`config.mk`:
```
export PLATFORM = sky130hd
export DESIGN_NAME = m_stage_lsu
export DESIGN_NICKNAME = d
export VERILOG_FILES = /design/src/rtl/m_stage_lsu.sv
export SDC_FILE = /design/constraint.sdc
export NUM_CORES = 1
export LEC_CHECK = 0
export BUFFER_PORTS_ARGS = -buffer_cell sky130_fd_sc_hd__buf_2
export CAP_MARGIN = 20
export CORE_UTILIZATION = 51
export DETAILED_ROUTE_END_ITERATION = 16
export GPL_ROUTABILITY_DRIVEN = 1
export PLACE_DENSITY = 0.78
export SLEW_MARGIN = 10
export SYNTH_ARGS = -nofsm -noshare
export SYNTH_HDL_FRONTEND = slang
export SYNTH_SLANG_ARGS = --single-unit
export TNS_END_PERCENT = 5
```
`constraint.sdc`:
```
create_clock -name clk -period 3.4 [get_ports clk]
set_input_delay 0 -clock clk [delete_from_list [all_inputs] [get_ports clk]]
set_output_delay 0 -clock clk [all_outputs]
set_load 0.03 [all_outputs]
```
`src/rtl/m_stage_lsu.sv`:
```
// Memory-stage load/store unit: formats store data and byte strobes, extracts
// and extends load data, flags misaligned or illegal accesses, and stalls the
// pipeline while a variable-latency data-memory transaction is in flight.
module m_stage_lsu #(
    parameter int unsigned TIMEOUT_CYCLES = 255
) (
    input  logic        clk,
    input  logic        rst_n,
    input  logic [31:0] alu_result_M,
    input  logic [31:0] rs2_rdata_M,
    input  logic [2:0]  funct3_M,
    input  logic        MemWrite_M,
    input  logic [1:0]  PMAItoReg_M,
    output logic        dmem_req_valid,
    input  logic        dmem_req_ready,
    output logic [31:0] dmem_req_addr,
    output logic        dmem_req_we,
    output logic [3:0]  dmem_req_wstrb,
    output logic [31:0] dmem_req_wdata,
    input  logic        dmem_rsp_valid,
    input  logic [31:0] dmem_rsp_rdata,
    output logic        stall_M,
    output logic [31:0] load_data_M,
    output logic        load_data_valid_M,
    output logic        misaligned_M,
    output logic        bus_err_M
);

    typedef enum logic [1:0] {StIdle, StReq, StWait, StDone} state_e;

    localparam logic [15:0] TimeoutLimit = TIMEOUT_CYCLES[15:0];

    state_e      state_q, state_d;
    logic [15:0] cnt_q, cnt_d;
    logic [31:0] addr_q, addr_d;
    logic        we_q, we_d;
    logic [3:0]  wstrb_q, wstrb_d;
    logic [31:0] wdata_q, wdata_d;
    logic [2:0]  funct3_q, funct3_d;
    logic [1:0]  lane_q, lane_d;
    logic        is_load_q, is_load_d;
    logic        timeout_q, timeout_d;
    logic [31:0] load_q, load_d;

    logic        is_store, is_load, access, illegal, unaligned, misaligned, start;
    logic [3:0]  wstrb_fmt;
    logic [31:0] wdata_fmt, shifted, load_fmt;
    logic [15:0] cnt_inc;
    logic        cnt_hit;

    // Decode the incoming access: kind, legality and alignment.
    always_comb begin
        is_store = MemWrite_M;
        is_load  = !MemWrite_M && (PMAItoReg_M == 2'b01);
        access   = is_store || is_load;
        illegal  = 1'b0;
        if (is_store) begin
            illegal = funct3_M[2] || (funct3_M[1:0] == 2'b11);
        end else if (is_load) begin
            illegal = (funct3_M == 3'b011) || (funct3_M == 3'b110) || (funct3_M == 3'b111);
        end
        case (funct3_M[1:0])
            2'b01:   unaligned = alu_result_M[0];
            2'b10:   unaligned = |alu_result_M[1:0];
            default: unaligned = 1'b0;
        endcase
        // Illegal funct3 takes precedence over a misalignment report.
        misaligned = access && !illegal && unaligned;
        start      = access && !illegal && !unaligned;
    end

    // Store strobes and lane-replicated store data.
    always_comb begin
        case (funct3_M[1:0])
            2'b00: begin
                wstrb_fmt = 4'b0001 << alu_result_M[1:0];
                wdata_fmt = {4{rs2_rdata_M[7:0]}};
            end
            2'b01: begin
                wstrb_fmt = 4'b0011 << alu_result_M[1:0];
                wdata_fmt = {2{rs2_rdata_M[15:0]}};
            end
            default: begin
                wstrb_fmt = 4'b1111;
                wdata_fmt = rs2_rdata_M;
            end
        endcase
    end

    // Load lane extraction and sign/zero extension using the captured access.
    always_comb begin
        shifted = dmem_rsp_rdata >> {lane_q, 3'b000};
        case (funct3_q)
            3'b000:  load_fmt = {{24{shifted[7]}}, shifted[7:0]};
            3'b001:  load_fmt = {{16{shifted[15]}}, shifted[15:0]};
            3'b100:  load_fmt = {24'h0, shifted[7:0]};
            3'b101:  load_fmt = {16'h0, shifted[15:0]};
            default: load_fmt = dmem_rsp_rdata;
        endcase
    end

    // Timeout counter arithmetic; the limit is hit on the cycle the count would reach it.
    always_comb begin
        cnt_inc = cnt_q + 16'd1;
        cnt_hit = (cnt_inc == TimeoutLimit);
    end

    // State register and datapath registers with synchronous reset.
    always_ff @(posedge clk) begin
        if (!rst_n) begin
            state_q   <= StIdle;
            cnt_q     <= 16'h0;
            addr_q    <= 32'h0;
            we_q      <= 1'b0;
            wstrb_q   <= 4'h0;
            wdata_q   <= 32'h0;
            funct3_q  <= 3'h0;
            lane_q    <= 2'h0;
            is_load_q <= 1'b0;
            timeout_q <= 1'b0;
            load_q    <= 32'h0;
        end else begin
            state_q   <= state_d;
            cnt_q     <= cnt_d;
            addr_q    <= addr_d;
            we_q      <= we_d;
            wstrb_q   <= wstrb_d;
            wdata_q   <= wdata_d;
            funct3_q  <= funct3_d;
            lane_q    <= lane_d;
            is_load_q <= is_load_d;
            timeout_q <= timeout_d;
            load_q    <= load_d;
        end
    end

    // Next-state logic; a handshake or response in the timeout cycle still wins.
    always_comb begin
        state_d = state_q;
        unique case (state_q)
            StIdle: if (start) state_d = StReq;
            StReq: begin
                if (dmem_req_ready) state_d = we_q ? StDone : StWait;
                else if (cnt_hit)   state_d = StDone;
            end
            StWait: begin
                if (dmem_rsp_valid || cnt_hit) state_d = StDone;
            end
            StDone: state_d = StIdle;
        endcase
    end

    // Datapath next-state: capture the request, count, capture or clear load data.
    always_comb begin
        cnt_d     = cnt_q;
        addr_d    = addr_q;
        we_d      = we_q;
        wstrb_d   = wstrb_q;
        wdata_d   = wdata_q;
        funct3_d  = funct3_q;
        lane_d    = lane_q;
        is_load_d = is_load_q;
        timeout_d = timeout_q;
        load_d    = load_q;
        unique case (state_q)
            StIdle: begin
                if (start) begin
                    cnt_d     = 16'h0;
                    addr_d    = {alu_result_M[31:2], 2'b00};
                    we_d      = is_store;
                    wstrb_d   = is_store ? wstrb_fmt : 4'h0;
                    wdata_d   = is_store ? wdata_fmt : 32'h0;
                    funct3_d  = funct3_M;
                    lane_d    = alu_result_M[1:0];
                    is_load_d = is_load;
                    timeout_d = 1'b0;
                end
            end
            StReq: begin
                cnt_d = cnt_inc;
                if (!dmem_req_ready && cnt_hit) begin
                    timeout_d = 1'b1;
                    load_d    = 32'h0;
                end
            end
            StWait: begin
                cnt_d = cnt_inc;
                if (dmem_rsp_valid) begin
                    load_d = load_fmt;
                end else if (cnt_hit) begin
                    timeout_d = 1'b1;
                    load_d    = 32'h0;
                end
            end
            StDone: begin
            end
        endcase
    end

    // Outputs; IDLE-state flags are combinational and all flags are gated by reset.
    always_comb begin
        dmem_req_valid    = (state_q == StReq);
        dmem_req_addr     = addr_q;
        dmem_req_we       = we_q;
        dmem_req_wstrb    = wstrb_q;
        dmem_req_wdata    = wdata_q;
        load_data_M       = load_q;
        stall_M           = 1'b0;
        bus_err_M         = 1'b0;
        misaligned_M      = 1'b0;
        load_data_valid_M = 1'b0;
        if (rst_n) begin
            unique case (state_q)
                StIdle: begin
                    stall_M      = start;
                    bus_err_M    = access && illegal;
                    misaligned_M = misaligned;
                end
                StReq, StWait: stall_M = 1'b1;
                StDone: begin
                    bus_err_M         = timeout_q;
                    load_data_valid_M = is_load_q && !timeout_q;
                end
            endcase
        end
    end

endmodule

```
Word-level counts from Yosys, hierarchy flattened
Cells that the tools add are included.

cells by class
  add/sub/neg operators = 1
  reductions and logical operators = 30
  shift-type cells = 3
  muxes and demuxes = 33
  equality and inequality tests = 21

operator list
  cell                                                                    count
  32-bit two-way mux                                                      4
  32-bit one-hot mux with 2 select lines                                  2
  32-bit one-hot mux with 4 select lines                                  1
  16-bit one-hot mux with 2 select lines                                  1
  32-bit by 5-bit >> shifter with 16-bit output                           1
  16-bit by 1-bit adder with 16-bit output, second input constant         1
  16-bit by 8-bit equality test with 1-bit output, second input constant  1
  16-bit two-way mux                                                      1
  1-bit two-way mux                                                       13
  3-bit equality test, second input constant                              4
  2-bit equality test, second input constant                              4
  2-bit two-way mux                                                       4
  2-bit inequality test, second input constant                            4
  2-bit one-hot mux with 4 select lines                                   1
  4-bit one-hot mux with 2 select lines                                   1
  1-bit logical AND                                                       7
  2-bit by 1-bit equality test with 1-bit output, second input constant   3
  1-bit one-hot mux with 2 select lines                                   3
  3-bit AND reduction                                                     2
  1-bit logical NOT                                                       5
  1-bit logical OR                                                        5
  5-bit AND reduction                                                     1
  2-bit logical NOT                                                       2
  4-bit two-way mux                                                       1
  other kinds (13)                                                        16

storage, ports and cells
  output and inout bits = 106
  flip-flop bits (word level) = 124
  word-level logic and storage cells = 99
  bits of input ports = 106

Depth between registers and ports, before layout
  depth in word-level cells = 10
  mapped depth = 10
  mapped depth without buffers = 8

Worst setup path after synthesis
OpenSTA, ideal clock, no wires.

  kind = flip-flop to flip-flop
  start point = register cnt_q[0]
  end point = register load_q[10] (netlist: load_data_M[10])
  path slack = 1.027 ns
  stages on the path, launching flop included = 9
  buffers on the path = 1
  required time = 3.328 ns
  library setup time = 0.072 ns
  period minus slack after synthesis = 2.373 ns
  arrival = 2.301 ns
  path through = dfxtp_1 ha_1 nand3_2 or3_4 a211oi_2 o2111ai_2 o31ai_4 buf_8 mux2i_1

on the way
  longest elaborated chain between the ends = 5
  elaborated cells on any way between the ends = 6
  those cells by class = 1 x add/sub; 3 x eq/ne; 2 x reduce/logical

RTL lines
  element                                                            RTL line  RTL
  from (decl)                                                        34        logic [15:0] cnt_q, cnt_d;
  from (signal assigned)                                             124       cnt_q <= cnt_d;
  16-bit by 1-bit adder with 16-bit output (*)                       104       cnt_inc = cnt_q + 16'd1;
  16-bit by 8-bit equality test with 1-bit output (*)                105       cnt_hit = (cnt_inc == TimeoutLimit);
  1-bit logical AND                                                  181       if (!dmem_req_ready && cnt_hit) begin
  2-bit by 1-bit inequality test with 1-bit output (no source line)  --
  3-bit AND reduction (no source line) (*)                           --
  to (signal assigned)                                               133       load_q <= load_d;
  to (decl)                                                          43        logic [31:0] load_q, load_d;

Mark *: on every way between the ends. The rest lies on a longest branch, timed or not.
A chain may end at the register's enable or synchronous reset.

Worst setup path after layout
  start point = input funct3_M[1]
  end point = register addr_q[24] (netlist: dmem_req_addr[24])

on the way
  longest elaborated chain between the ends = 9
  elaborated cells on any way between the ends = 17
  those cells by class = 6 x eq/ne; 3 x mux; 8 x reduce/logical

RTL lines
  element                                                                                RTL line  RTL
  from (decl)                                                                            11        input logic [2:0] funct3_M,
  3-bit by 2-bit equality test with 1-bit output or 3-bit equality test (tied branches)  60        illegal = (funct3_M == 3'b011) || (funct3_M == 3'b110) || (funct3_M == 3'b111);
  1-bit logical OR (2 in series)                                                         60
  1-bit two-way mux                                                                      59        end else if (is_load) begin
  1-bit two-way mux                                                                      57        if (is_store) begin
  1-bit logical NOT                                                                      69        start = access && !illegal && !unaligned;
  1-bit logical AND                                                                      69
  1-bit logical AND (*)                                                                  69
  2-bit AND reduction (no source line) (*)                                               --
  to (signal assigned)                                                                   125       addr_q <= addr_d;
  to (decl)                                                                              35        logic [31:0] addr_q, addr_d;

Marked as above.

==> run_summary.xml <==
<?xml version="1.0" encoding="UTF-8"?>
<metrics>
  <group name="pwr">
    <metric name="power.clock.fraction" unit="%">35.2</metric>
    <metric name="p_sw_share" unit="%">36.0</metric>
    <metric name="netSwitchingPower" unit="uW">1790</metric>
    <metric name="static-leakage-power" unit="uW">0.00371</metric>
    <metric name="power.combinational.fraction" unit="%">31.2</metric>
    <metric name="seq_power_share" unit="%">33.6</metric>
    <metric name="pwr_density_cell" unit="mW/mm2">561</metric>
    <metric name="p_int" unit="uW">3180</metric>
    <metric name="vdd_ir_drop_max" unit="mV">0.389</metric>
  </group>
  <group name="setup_path">
    <metric name="worstSetupPathType" unit="">input port to register</metric>
    <metric name="worstPathBufferInverterCount" unit="">5</metric>
    <metric name="timing.critical_path.max_delay_family" unit="">buffers and inverters</metric>
    <metric name="worst-endpoint-required" unit="ns">3.72</metric>
    <metric name="start_kind" unit="">input port</metric>
    <metric name="critical_path.slowest_cell" unit="">sky130_fd_sc_hd__buf_4</metric>
    <metric name="timing.reg2reg.setup_slack" unit="ns">0.60</metric>
    <metric name="crit_path_max_fanout" unit="">51</metric>
    <metric name="worst_ep_arrival_time" unit="ns">3.26</metric>
    <metric name="crit_path_cell_trace" unit="">dlygate4sd3_1 &gt; buf_2 &gt; inv_1 &gt; ha_1 &gt; buf_4 &gt; o21ai_0 &gt; a21boi_0 &gt; or3_2 &gt; buf_4 &gt; nand2_1 &gt; a21boi_0</metric>
    <metric name="critical-path-max-stage-delay" unit="ns">0.54</metric>
    <metric name="endpoint_kind" unit="">register</metric>
  </group>
  <group name="floorplanning">
    <metric name="core_area" unit="mm2">0.0126</metric>
    <metric name="die_width" unit="um">116</metric>
    <metric name="design.portCount" unit="">212</metric>
    <metric name="fp.dieH" unit="um">116</metric>
    <metric name="start_util" unit="%">52.2</metric>
    <metric name="full_die_area" unit="mm2">0.0134</metric>
    <metric name="num_rows" unit="">41</metric>
  </group>
  <group name="flow_run">
    <metric name="cap_viol_max_count" unit="">0</metric>
  </group>
  <group name="drt">
    <metric name="wire_per_inst" unit="um">15.0</metric>
    <metric name="initialDrtViolationCount" unit="">655</metric>
    <metric name="dr.pass1.iters" unit="">5</metric>
    <metric name="route.antenna.remaining_nets" unit="">0</metric>
    <metric name="vias" unit="">6699</metric>
    <metric name="detail_route.vias_per_cell" unit="">5.42</metric>
    <metric name="remaining_drc_errors" unit="">0</metric>
    <metric name="wl" unit="um">18600</metric>
  </group>
  <group name="cells_and_area">
    <metric name="multi_input_area" unit="mm2">0.00377</metric>
    <metric name="area.growth.synth_to_final" unit="%">34.5</metric>
    <metric name="ratio_of_cells_with_drive_above_1_in_the_final_layout" unit="%">25.8</metric>
    <metric name="nets" unit="">1170</metric>
    <metric name="layout_commonest_cell" unit="">sky130_fd_sc_hd__buf_2</metric>
    <metric name="register_area" unit="mm2">0.00248</metric>
    <metric name="layout_common_cells" unit="">208 x sky130_fd_sc_hd__buf_2, 197 x sky130_fd_sc_hd__nand2_1, 124 x sky130_fd_sc_hd__dfxtp_1, 83 x sky130_fd_sc_hd__a21boi_0, 65 x sky130_fd_sc_hd__nand3_1</metric>
    <metric name="layout.cells.non_filler" unit="">1237</metric>
    <metric name="antenna-diode-count" unit="">0</metric>
    <metric name="postLayoutCoreUtil" unit="%">70.3</metric>
    <metric name="final.fill_count" unit="">1010</metric>
  </group>
  <group name="timing">
    <metric name="totalNegativeSetupSlack" unit="ns">0</metric>
    <metric name="grt_setup_unrepaired" unit="">false</metric>
    <metric name="drv_slew" unit="">0</metric>
    <metric name="fin_crit_sh" unit="%">86.6</metric>
    <metric name="timing_worst_slew_pin_value" unit="ns">0.864</metric>
    <metric name="achievable-frequency" unit="GHz">0.340</metric>
    <metric name="setup_violations" unit="">0</metric>
    <metric name="fin_skew" unit="ns">0.00599</metric>
    <metric name="whs" unit="ns">0.00433</metric>
    <metric name="minimum_period_implied_by_the_final_worst_setup_slack" unit="ns">2.95</metric>
    <metric name="finalHoldViolations" unit="">0</metric>
    <metric name="timing.slew.headroom" unit="%">42.4</metric>
    <metric name="setup_ws" unit="ns">0.455</metric>
  </group>
  <group name="global_routing">
    <metric name="maximum_number_of_pins_on_one_net_before_global_route_repair" unit="">98</metric>
    <metric name="grt_pass1_wl" unit="um">29800</metric>
    <metric name="grt_util_all_layers" unit="%">28.3</metric>
    <metric name="via_count_of_the_first_global_routing_pass" unit="">6102</metric>
    <metric name="grt-ovfl-total" unit="">0</metric>
    <metric name="antenna_found_initial" unit="">0</metric>
  </group>
  <group name="logic_synthesis">
    <metric name="ys_seq_area_share" unit="%">37.7</metric>
    <metric name="syn_area_per_cell" unit="um2">8.07</metric>
    <metric name="postSynth.asyncResetShare" unit="%">0</metric>
    <metric name="yosys_register_bits" unit="">124</metric>
    <metric name="ys_types" unit="">61</metric>
    <metric name="mappedNetlistArea" unit="mm2">0.00659</metric>
    <metric name="syn_inst_count" unit="">817</metric>
    <metric name="synth_enable_flop_cells" unit="">0</metric>
    <metric name="ys.warnings.count" unit="">0</metric>
    <metric name="synth-main-ff-cell" unit="">sky130_fd_sc_hd__dfxtp_1</metric>
  </group>
  <group name="clock_tree">
    <metric name="cts_buffers" unit="">17</metric>
    <metric name="tritoncts" unit="">built</metric>
    <metric name="cts_sinks" unit="">124</metric>
    <metric name="clock_latency" unit="ns">0.41</metric>
    <metric name="cts_max_level" unit="">4</metric>
    <metric name="cts_max_path_buffers" unit="">2</metric>
    <metric name="cts.reportedPaths.clkPinSlew" unit="ns">0.06</metric>
    <metric name="cts.repair_timing.setup_buffer_count" unit="">0</metric>
    <metric name="cts-root-buf" unit="">sky130_fd_sc_hd__clkbuf_16</metric>
  </group>
  <group name="placed_design">
    <metric name="numPortBuffers" unit="">209</metric>
    <metric name="pre_cts_ws" unit="ns">0.646</metric>
    <metric name="post-place-cells" unit="">1141</metric>
    <metric name="place.detailed.hpwl" unit="um">11800</metric>
    <metric name="globalplace.congestion" unit="">0.879</metric>
  </group>
  <group name="worst_hold_path">
    <metric name="hold_class" unit="">input port to register</metric>
  </group>
  <group name="run_status">
    <metric name="outcome" unit="">completed</metric>
  </group>
</metrics>
-- worst paths after layout --
| check | from | endpoint | cells after the start |
|---|---|---|---|
| max | funct3_M[1] | dmem_req_addr[24]$_SDFFE_PN0N_ | 11 |
| min | dmem_rsp_rdata[10] | load_data_M[10]$_SDFFE_PN0P_ | 5 |
| max reg2reg | cnt_q[1]$_SDFFE_PN0P_ | load_data_M[28]$_SDFFE_PN0P_ | 8 |
| min reg2reg | load_data_M[15]$_SDFFE_PN0P_ | load_data_M[15]$_SDFFE_PN0P_ | 2 |
-- final cells by class --
class                   instances  area share [%]
inverters                      11           0.466
repair buffers                284            20.1
multi-input cells             614            42.5
clock buffers                  18            4.84
well taps                     172            2.43
flip-flops and latches        124            28.0
clock inverters                14            1.65
-- per-layer routing --
metal  vias to the layer above  part of all wire, %  track usage [%]
met4                         0                  2.9             11.9
met3                        51                  6.7             5.86
li1                       3310                    -                -
met2                       290                   47             46.5
met5                         -                    0                0
met1                      3048                   44             36.2
-- per-stage QoR --
step                cell area (um2)  total power [uW]
finish                         8870              4970
global route                   8870              5260
CTS                            8870              4980
detailed placement             7650              3170
global placement               7650              3160
floorplan                      6590              2750
-- power groups by stage --
stage                     clock (uW)  sequential [uW]  combinational [uW]
final                           1750             1670                1550
after global routing            1870             1690                1700
after CTS                       1780             1670                1530
after detailed placement           0             1700                1470
after global placement             0             1690                1460
after floorplan                    0             1830                 920
-- logic make-up after synthesis --
kind of cell / count (synthesis) / share of synthesized area, %
compound gates: 189 / 21.1
xor+xnor: 6 / 0.798
fa+ha+maj: 12 / 2.28
buf+inv: 80 / 5.34
flops: 124 / 37.7
mux: 53 / 8.37
other cells: 1 / 0.0569
simple gates: 352 / 24.4
-- state kept, by name, indices dropped and copies added (netlist names) --
signal / flops
cnt_q: 16
dmem_req_addr: 30
dmem_req_wdata: 32
dmem_req_we: 1
dmem_req_wstrb: 4
funct3_q: 3
is_load_q: 1
lane_q: 2
load_data_M: 32
state_q: 2
timeout_q: 1
-- cell usage after synthesis, types with 5 or more instances --
master | instances | share of area, %
sky130_fd_sc_hd__nand2_1 | 197 | 11
sky130_fd_sc_hd__dfxtp_1 | 124 | 38
sky130_fd_sc_hd__a21boi_0 | 83 | 9.5
sky130_fd_sc_hd__nand3_1 | 65 | 4.9
sky130_fd_sc_hd__clkbuf_1 | 58 | 3.3
sky130_fd_sc_hd__mux2i_1 | 45 | 6.8
sky130_fd_sc_hd__o21ai_0 | 24 | 1.8
sky130_fd_sc_hd__nor2_1 | 21 | 1.2
sky130_fd_sc_hd__nand2b_1 | 20 | 1.9
sky130_fd_sc_hd__nor3_1 | 13 | 0.99
sky130_fd_sc_hd__ha_1 | 12 | 2.3
sky130_fd_sc_hd__o21a_1 | 12 | 1.4
sky130_fd_sc_hd__a21oi_1 | 11 | 0.84
sky130_fd_sc_hd__inv_1 | 11 | 0.63
sky130_fd_sc_hd__a22oi_1 | 9 | 1.0
sky130_fd_sc_hd__a22o_1 | 8 | 1.1
sky130_fd_sc_hd__o2bb2ai_1 | 8 | 1.1
sky130_fd_sc_hd__mux2_2 | 7 | 1.2
sky130_fd_sc_hd__o221ai_1 | 7 | 0.93
sky130_fd_sc_hd__o211ai_1 | 5 | 0.57
-- worst min-delay path, stage by stage --
cell and delay [ns]:
sky130_fd_sc_hd__buf_2 0.09, sky130_fd_sc_hd__nand2_1 0.04, sky130_fd_sc_hd__o21ai_0 0.05, sky130_fd_sc_hd__o21ai_0 0.07, sky130_fd_sc_hd__mux2i_1 0.12
-- repair_timing --
action | in CTS | in global routing
hold buffers | 64 | 0
gates resized for setup | 0 | 0
endpoints found under the hold margin | 70 | 0
(Power assumes the default switching activity.)
